## src/rtl/fmul_share_arbiter.sv

```systemverilog
// Shares one fixed-latency pipelined fmul among NREQ requesters with owner-tag steering.
// Define FMUL_ARB_FIXED_PRIO_EN for fixed priority (lowest index wins); default is round-robin.

module fmul_share_slot (
  input  logic        i_clk,
  input  logic        i_reset,
  input  logic        i_accept,
  input  logic        i_wb,
  input  logic [31:0] i_result,
  input  logic        i_rsp_ready,
  output logic        o_busy,
  output logic        o_rsp_valid,
  output logic [31:0] o_rsp_result
);
  logic        r_busy;
  logic        r_rsp_valid;
  logic [31:0] r_rsp_result;
  logic        w_pop;

  assign w_pop = r_rsp_valid & i_rsp_ready;

  // busy spans accept through response pop, so a slot never holds two ops
  always_ff @(posedge i_clk) begin
    if (i_reset) begin
      r_busy       <= 1'b0;
      r_rsp_valid  <= 1'b0;
      r_rsp_result <= '0;
    end else begin
      if (i_accept)   r_busy <= 1'b1;
      else if (w_pop) r_busy <= 1'b0;
      if (i_wb) begin
        r_rsp_valid  <= 1'b1;
        r_rsp_result <= i_result;
      end else if (w_pop) begin
        r_rsp_valid  <= 1'b0;
      end
    end
  end

  assign o_busy       = r_busy;
  assign o_rsp_valid  = r_rsp_valid;
  assign o_rsp_result = r_rsp_result;
endmodule

module fmul_share_arbiter #(
  parameter int NREQ    = 4,
  parameter int LATENCY = 2
) (
  input  logic              i_clk,
  input  logic              i_reset,
  input  logic [NREQ-1:0]   i_req_valid,
  output logic [NREQ-1:0]   o_req_ready,
  input  logic [NREQ*32-1:0] i_req_op1,
  input  logic [NREQ*32-1:0] i_req_op2,
  output logic [NREQ-1:0]   o_rsp_valid,
  input  logic [NREQ-1:0]   i_rsp_ready,
  output logic [NREQ*32-1:0] o_rsp_result,
  output logic [31:0]       o_fmul_op1,
  output logic [31:0]       o_fmul_op2,
  input  logic [31:0]       i_fmul_result
);
  localparam int TAGW = $clog2(NREQ);

  logic [NREQ-1:0][31:0]        w_op1, w_op2, w_rsp_result;
  logic [NREQ-1:0]              w_busy, w_elig, w_rot, w_grant, w_wb;
  logic [2*NREQ-1:0]            w_dbl;
  logic [TAGW-1:0]              w_start, w_off, w_win, w_nxt;
  logic [TAGW:0]                w_sum;
  logic                         w_any, w_accept;
  logic [TAGW-1:0]              r_rr_ptr;
  logic [31:0]                  r_fmul_op1, r_fmul_op2;
  logic [LATENCY-1:0]           r_vld_pipe;
  logic [LATENCY-1:0][TAGW-1:0] r_tag_pipe;

  assign w_op1  = i_req_op1;
  assign w_op2  = i_req_op2;
  assign w_elig = i_req_valid & ~w_busy;

`ifdef FMUL_ARB_FIXED_PRIO_EN
  assign w_start = '0;
`else
  assign w_start = r_rr_ptr;
`endif

  // Rotate eligibility so the search start sits at bit 0, pick lowest, rotate back
  always_comb begin
    w_dbl   = {w_elig, w_elig} >> w_start;
    w_rot   = w_dbl[NREQ-1:0];
    w_off   = '0;
    w_any   = 1'b0;
    for (int k = NREQ-1; k >= 0; k--) begin
      if (w_rot[k]) begin
        w_off = TAGW'(k);
        w_any = 1'b1;
      end
    end
    w_sum   = {1'b0, w_start} + {1'b0, w_off};
    w_win   = (w_sum >= (TAGW+1)'(NREQ)) ? TAGW'(w_sum - (TAGW+1)'(NREQ)) : w_sum[TAGW-1:0];
    w_nxt   = ({1'b0, w_win} + (TAGW+1)'(1) == (TAGW+1)'(NREQ)) ? '0 : w_win + TAGW'(1);
    w_grant = (w_any && !i_reset) ? (NREQ'(1) << w_win) : '0;
  end

  assign w_accept    = |w_grant;
  assign o_req_ready = w_grant;

  always_ff @(posedge i_clk) begin
    if (i_reset) begin
      r_rr_ptr   <= '0;
      r_fmul_op1 <= '0;
      r_fmul_op2 <= '0;
      r_vld_pipe <= '0;
      r_tag_pipe <= '0;
    end else begin
`ifdef FMUL_ARB_FIXED_PRIO_EN
      r_rr_ptr <= '0;
`else
      if (w_accept) r_rr_ptr <= w_nxt;
`endif
      if (w_accept) begin
        r_fmul_op1 <= w_op1[w_win];
        r_fmul_op2 <= w_op2[w_win];
      end
      r_vld_pipe[0] <= w_accept;
      r_tag_pipe[0] <= w_win;
      for (int s = 1; s < LATENCY; s++) begin
        r_vld_pipe[s] <= r_vld_pipe[s-1];
        r_tag_pipe[s] <= r_tag_pipe[s-1];
      end
    end
  end

  assign o_fmul_op1 = r_fmul_op1;
  assign o_fmul_op2 = r_fmul_op2;

  // Pipe tail lines up with the fmul result for the op issued LATENCY cycles earlier
  for (genvar g = 0; g < NREQ; g++) begin : g_slot
    assign w_wb[g] = r_vld_pipe[LATENCY-1] && (r_tag_pipe[LATENCY-1] == TAGW'(g));
    fmul_share_slot u_slot (
      .i_clk        (i_clk),
      .i_reset      (i_reset),
      .i_accept     (w_grant[g]),
      .i_wb         (w_wb[g]),
      .i_result     (i_fmul_result),
      .i_rsp_ready  (i_rsp_ready[g]),
      .o_busy       (w_busy[g]),
      .o_rsp_valid  (o_rsp_valid[g]),
      .o_rsp_result (w_rsp_result[g])
    );
  end

  assign o_rsp_result = w_rsp_result;
endmodule
```

## config.mk

```make
export PLATFORM = sky130hd
export DESIGN_NAME = fmul_share_arbiter
export DESIGN_NICKNAME = d
export VERILOG_FILES = /design/src/rtl/fmul_share_arbiter.sv
export SDC_FILE = /design/constraint.sdc
export NUM_CORES = 1
export LEC_CHECK = 0
export ABC_AREA = 1
export BUFFER_PORTS_ARGS = -buffer_cell sky130_fd_sc_hd__buf_4
export CAP_MARGIN = 20
export CORE_AREA = 2 2 191 193
export DETAILED_ROUTE_END_ITERATION = 8
export DIE_AREA = 0 0 193 195
export PLACE_DENSITY = 0.53
export SLEW_MARGIN = 10
export SYNTH_ARGS = -nofsm -noshare
export SYNTH_HDL_FRONTEND = slang
export SYNTH_SLANG_ARGS = --single-unit
```

## constraint.sdc

```tcl
create_clock -name i_clk -period 5.85 [get_ports i_clk]
set_input_delay 1.755 -clock i_clk [delete_from_list [all_inputs] [get_ports i_clk]]
set_output_delay 1.755 -clock i_clk [all_outputs]
set_load 0.005 [all_outputs]
```

==> summary by stage <==
Critical path
Following the worst setup path forward leads to its endpoint at o_req_ready[3]. The maximum fanout along the worst path is 7. The critical path starts at i_req_valid[1]. In this design, the stage delay of the slowest critical-path cell is 350 ps. The worst register-to-register path begins at r_rr_ptr[0]. The cell with the largest stage delay on the worst path is sky130_fd_sc_hd__a21boi_1.

For flop-to-flop paths, the worst setup slack is 1970 ps. The signal on the critical path passes through buf_4, nand3_1, nand3_1, nand2_1, nand3_1, a21boi_1, ha_4, xor2_1, nand2_1, nand2_2, ha_1, inv_1, nor2_1, buf_4. The data required time at the worst endpoint is 4090 ps. The logic depth of the worst setup path including buffers is 14.

The type of the setup path with the least slack is input pin to output pin. The family of cells with the greatest summed delay on the critical path is simple AND/OR/NAND/NOR gates. The worst setup path is captured at an output pin.

The number of buffer and inverter instances along the worst setup path is 3. Data on the critical path arrives at its endpoint at between 3000 and 4000 ps. The worst register-to-register path ends at o_fmul_op2[18].

The nature of the critical path startpoint is an input pin. Counting cells, the worst reg-to-reg path comes to 18. In this design, the critical path's most frequently occurring cell is sky130_fd_sc_hd__nand3_1.

Floorplanning
The initial utilization of the core area, before any placement, comes to 0.2916. In this run the standard cell core region covers 0.03540 mm2. The die outline height is 195 um.

The die is 193 um wide. For this design the top-level I/O count stands at between 400 and 500. The die outline area is ~0.038 mm2. The floorplan has 69 rows.

Timing
Once routing completed, OpenROAD measured the worst setup slack at 229.6 ps. The hold violation total from the final report is 0. Timing would allow up to about 0.18 GHz. Setup total negative slack on the finished layout was measured at 0 ps. Setup repair after global routing left no endpoint under its margin. The share of the cycle needed by the critical path after routing is 0.9607.

The final count of negative-setup-slack endpoints is 0. The count of pins over their slew limit is 0. The slew at the pin with the worst max-slew slack is 849.8 ps. The smallest clock period supported by the final layout is computed as 5620 ps. The clock arrives with between 10 and 15 ps of skew. The remaining max-slew budget at the tightest pin is 0.4334.

Synth
The number of distinct library cell variants in the gate-level netlist after synthesis is 23. The share of synthesized area in the top cell type comes to 0.4035. The post-synthesis net count is 1993.

The mean area per synthesized cell is 6.099 um2. For this run, the number of Yosys warnings is 0. The count of flip-flops with a built-in enable after synthesis is 0.

The number of instances in the synthesized netlist is 1692. The most common cell in the synthesized netlist is sky130_fd_sc_hd__nand2_1. After synthesis the cells add up to ~0.010 mm2.

The total of flip-flops plus latches after synthesis is 208. In the post-synthesis netlist, the biggest area contributors are sky130_fd_sc_hd__dfxtp_1, sky130_fd_sc_hd__nand2_1, sky130_fd_sc_hd__nor2_1. Ranked by instance count, the synthesized netlist is headed by sky130_fd_sc_hd__nand2_1, sky130_fd_sc_hd__nor2_1, sky130_fd_sc_hd__dfxtp_1. The cell taking the most area after synthesis is sky130_fd_sc_hd__dfxtp_1.

The sequential element share of the synthesized area is 0.4035. In the synthesized netlist the async set-or-reset flop fraction comes to 0. The most frequently used flop master after synthesis is sky130_fd_sc_hd__dfxtp_1.

Drt
The first-pass detailed-route iteration total is 5. Dividing the detail-routed wire length by the instance count gives around 16 um. The detail route stage leaves a number of antenna-violating nets equal to 0. The number of vias in the routed layout is 11730. The uppermost layer routed is met4.

After detailed routing, the number of remaining DRC violations is 0. Summed over all layers, the routed wires come to 41930 um. The detailed-route vias per instance is 4.520. The routed design uses 3161 um of met3 wire.

In this run, the number of DRC markers left after iteration 0 of detailed routing was ~450. Detailed routing placed a total of just under 20000 um of wire on met2. The detailed router put a total of approximately 18000 um of wire on met1.

Layout
For this run, the number of standard cells in the final layout without fillers is 2595. Summing all multi-input logic gate instances after layout gives between 0.005 and 0.006 mm2. Counting the fill cells in the layout gives between 3000 and 4000.

At the end of the flow, the number of nets in the layout was between 2000 and 2500. The area of all placed cells without fillers is 0.01511 mm2. Relative to the synthesized area, the layout overhead comes to 46.37%. Across the whole layout, storage elements account for 0.004165 mm2. In the final layout, the share of cells above drive strength 1 is 0.2686.

CTS
The longest clock path from root to sink contains 3 buffers. Counting every sink on the clock net gives 208. After clock tree synthesis, the clock-pin slew on the worst setup and hold paths is 60 ps. Counting the buffers created by CTS gives 24. The TritonCTS clock tree is yes. At the later pin of the worst-skew pair, clock insertion delay measures 510 ps.

The CTS H-tree depth is 1. The root buffer cell chosen for the clock tree is sky130_fd_sc_hd__clkbuf_16.

Place
The count of buffers added on input and output ports is 497. The placed instance count is around 2600. Prior to clock tree synthesis, the placed netlist has a worst setup slack of 103.0 ps. The detailed placement HPWL is between 30000 and 40000 um. Routability-driven placement finished with a final weighted congestion of 0.8667. The placed instance area is 0.01427 mm2.

GRT
The maximum number of pins on one net before global-route repair is 76. The global routing usage summed across all routing layers is 0.2121. Summed over all layers, the global routing overflow is 0. The number of global-route vias before repair is 11240.

The wire length of the first global-routing pass is between 60000 and 70000 um. The number of antenna violations at the first check in global routing was 1.

Power
The power per cell area is 588.3 mW/mm2. The highest ir drop seen on vdd is 0.4564 mV. Summed over all cells, the static leakage comes to 8.051 nW. Total power for the finished layout comes to between 8 and 9 mW.

Status
The run finished with clean final reports.

Worst hold path
The worst min-delay path class is register to register.

Flow run
The tool flagged a number of max-cap violations equal to 0.
==> state kept, by name, indices dropped and copies added, names as in the netlist <==
| signal | flops |
|---|---|
| o_fmul_op1 | 32 |
| g_slot.u_slot.o_rsp_valid | 4 |
| g_slot.u_slot.o_rsp_result | 128 |
| r_rr_ptr | 2 |
| g_slot.u_slot.o_busy | 4 |
| r_vld_pipe | 2 |
| o_fmul_op2 | 32 |
| r_tag_pipe | 4 |
==> kinds of logic (layout without fill, tap and decap cells) <==
family          Yosys count  in the layout  share of synthesized area
compound gates          140            140                    0.06996
xor+xnor                  1              1                  0.0008488
fa+ha+maj                 3              3                   0.003638
buf+inv                 188            629                    0.08099
flops                   208            208                     0.4035
other cells               0              1                          0
simple gates           1152           1152                     0.4411
==> power by group <==
| group | switching [mW] | leakage (nW) | internal, mW | total (mW) |
|---|---|---|---|---|
| Clock | 0.611 | 0.404 | 0.982 | 1.59 |
| Sequential | 0.167 | 1.70 | 1.72 | 1.88 |
| Combinational | 3.52 | 5.95 | 1.89 | 5.41 |
| Total | 4.30 | 8.05 | 4.59 | 8.89 |
==> worst min path at each step <==
stage                   from             to  slack, ps  cells after the start
4_1_cts        r_tag_pipe[0]  r_tag_pipe[2]        400                      2
5_1_grt        r_tag_pipe[1]  r_tag_pipe[3]        420                      2
3_3_place_gp   r_tag_pipe[0]  r_tag_pipe[2]        390                      2
3_5_place_dp   r_tag_pipe[0]  r_tag_pipe[2]        390                      2
2_1_floorplan  r_tag_pipe[0]  r_tag_pipe[2]        390                      2
6_report       r_tag_pipe[0]  r_tag_pipe[2]        400                      2
==> worst min-delay path, stage by stage, from the launching register on <==
cell                      delay [ps]
sky130_fd_sc_hd__dfxtp_1         300
sky130_fd_sc_hd__inv_1            40
sky130_fd_sc_hd__nor2_1           30
==> cell type report <==
type,instances,share of cell area
inverters,67,0.01690
well taps,461,0.03818
repair buffers,520,0.2606
clock inverters,11,0.01085
diodes,1,0.0001657
clock buffers,31,0.04423
multi-input cells,1296,0.3534
flip-flops and latches,208,0.2757
==> per-stage QoR <==
stage | hold WS, ps | util
floorplan | 388.3 | -
global placement | 385.0 | 0.4024
detailed placement | 387.4 | 0.4032
CTS | 396.6 | 0.4267
global route | 425.0 | 0.4268
finish | 395.7 | 0.4268
==> timing repair <==
item                       in CTS  in global routing
hold buffers                    0                  0
setup endpoints to repair       0                  2
buffers inserted                0                  0
gates resized for setup         0                  1
==> cells in the final DEF, fill, tap and decap left out <==
cell type	n
sky130_fd_sc_hd__a21boi_1	1
sky130_fd_sc_hd__a21oi_1	40
sky130_fd_sc_hd__a31o_2	1
sky130_fd_sc_hd__buf_12	1
sky130_fd_sc_hd__buf_16	1
sky130_fd_sc_hd__buf_4	518
sky130_fd_sc_hd__bufinv_16	4
sky130_fd_sc_hd__clkbuf_1	4
sky130_fd_sc_hd__clkbuf_16	25
sky130_fd_sc_hd__clkbuf_8	2
sky130_fd_sc_hd__clkinv_2	5
sky130_fd_sc_hd__clkinvlp_4	2
sky130_fd_sc_hd__dfxtp_1	207
sky130_fd_sc_hd__dfxtp_2	1
sky130_fd_sc_hd__diode_2	1
sky130_fd_sc_hd__ha_1	2
sky130_fd_sc_hd__ha_4	1
sky130_fd_sc_hd__inv_1	61
sky130_fd_sc_hd__inv_2	4
sky130_fd_sc_hd__inv_4	1
sky130_fd_sc_hd__inv_6	1
sky130_fd_sc_hd__nand2_1	696
sky130_fd_sc_hd__nand2_2	1
sky130_fd_sc_hd__nand3_1	92
sky130_fd_sc_hd__nand3b_1	27
sky130_fd_sc_hd__nor2_1	332
sky130_fd_sc_hd__nor2_2	2
sky130_fd_sc_hd__nor3_2	1
sky130_fd_sc_hd__o21ai_0	96
sky130_fd_sc_hd__o21ai_2	1
sky130_fd_sc_hd__o21ai_4	1
sky130_fd_sc_hd__or2_0	1
sky130_fd_sc_hd__xor2_1	1
==> per-layer routing <==
| layer | up-vias | track usage |
|---|---|---|
| met3 | 55 | 0.04781 |
| li1 | 6038 | - |
| met4 | 0 | 0.06818 |
| met5 | - | 0 |
| met1 | 5265 | 0.2649 |
| met2 | 371 | 0.3596 |
Power figures use the tool's default switching activity.
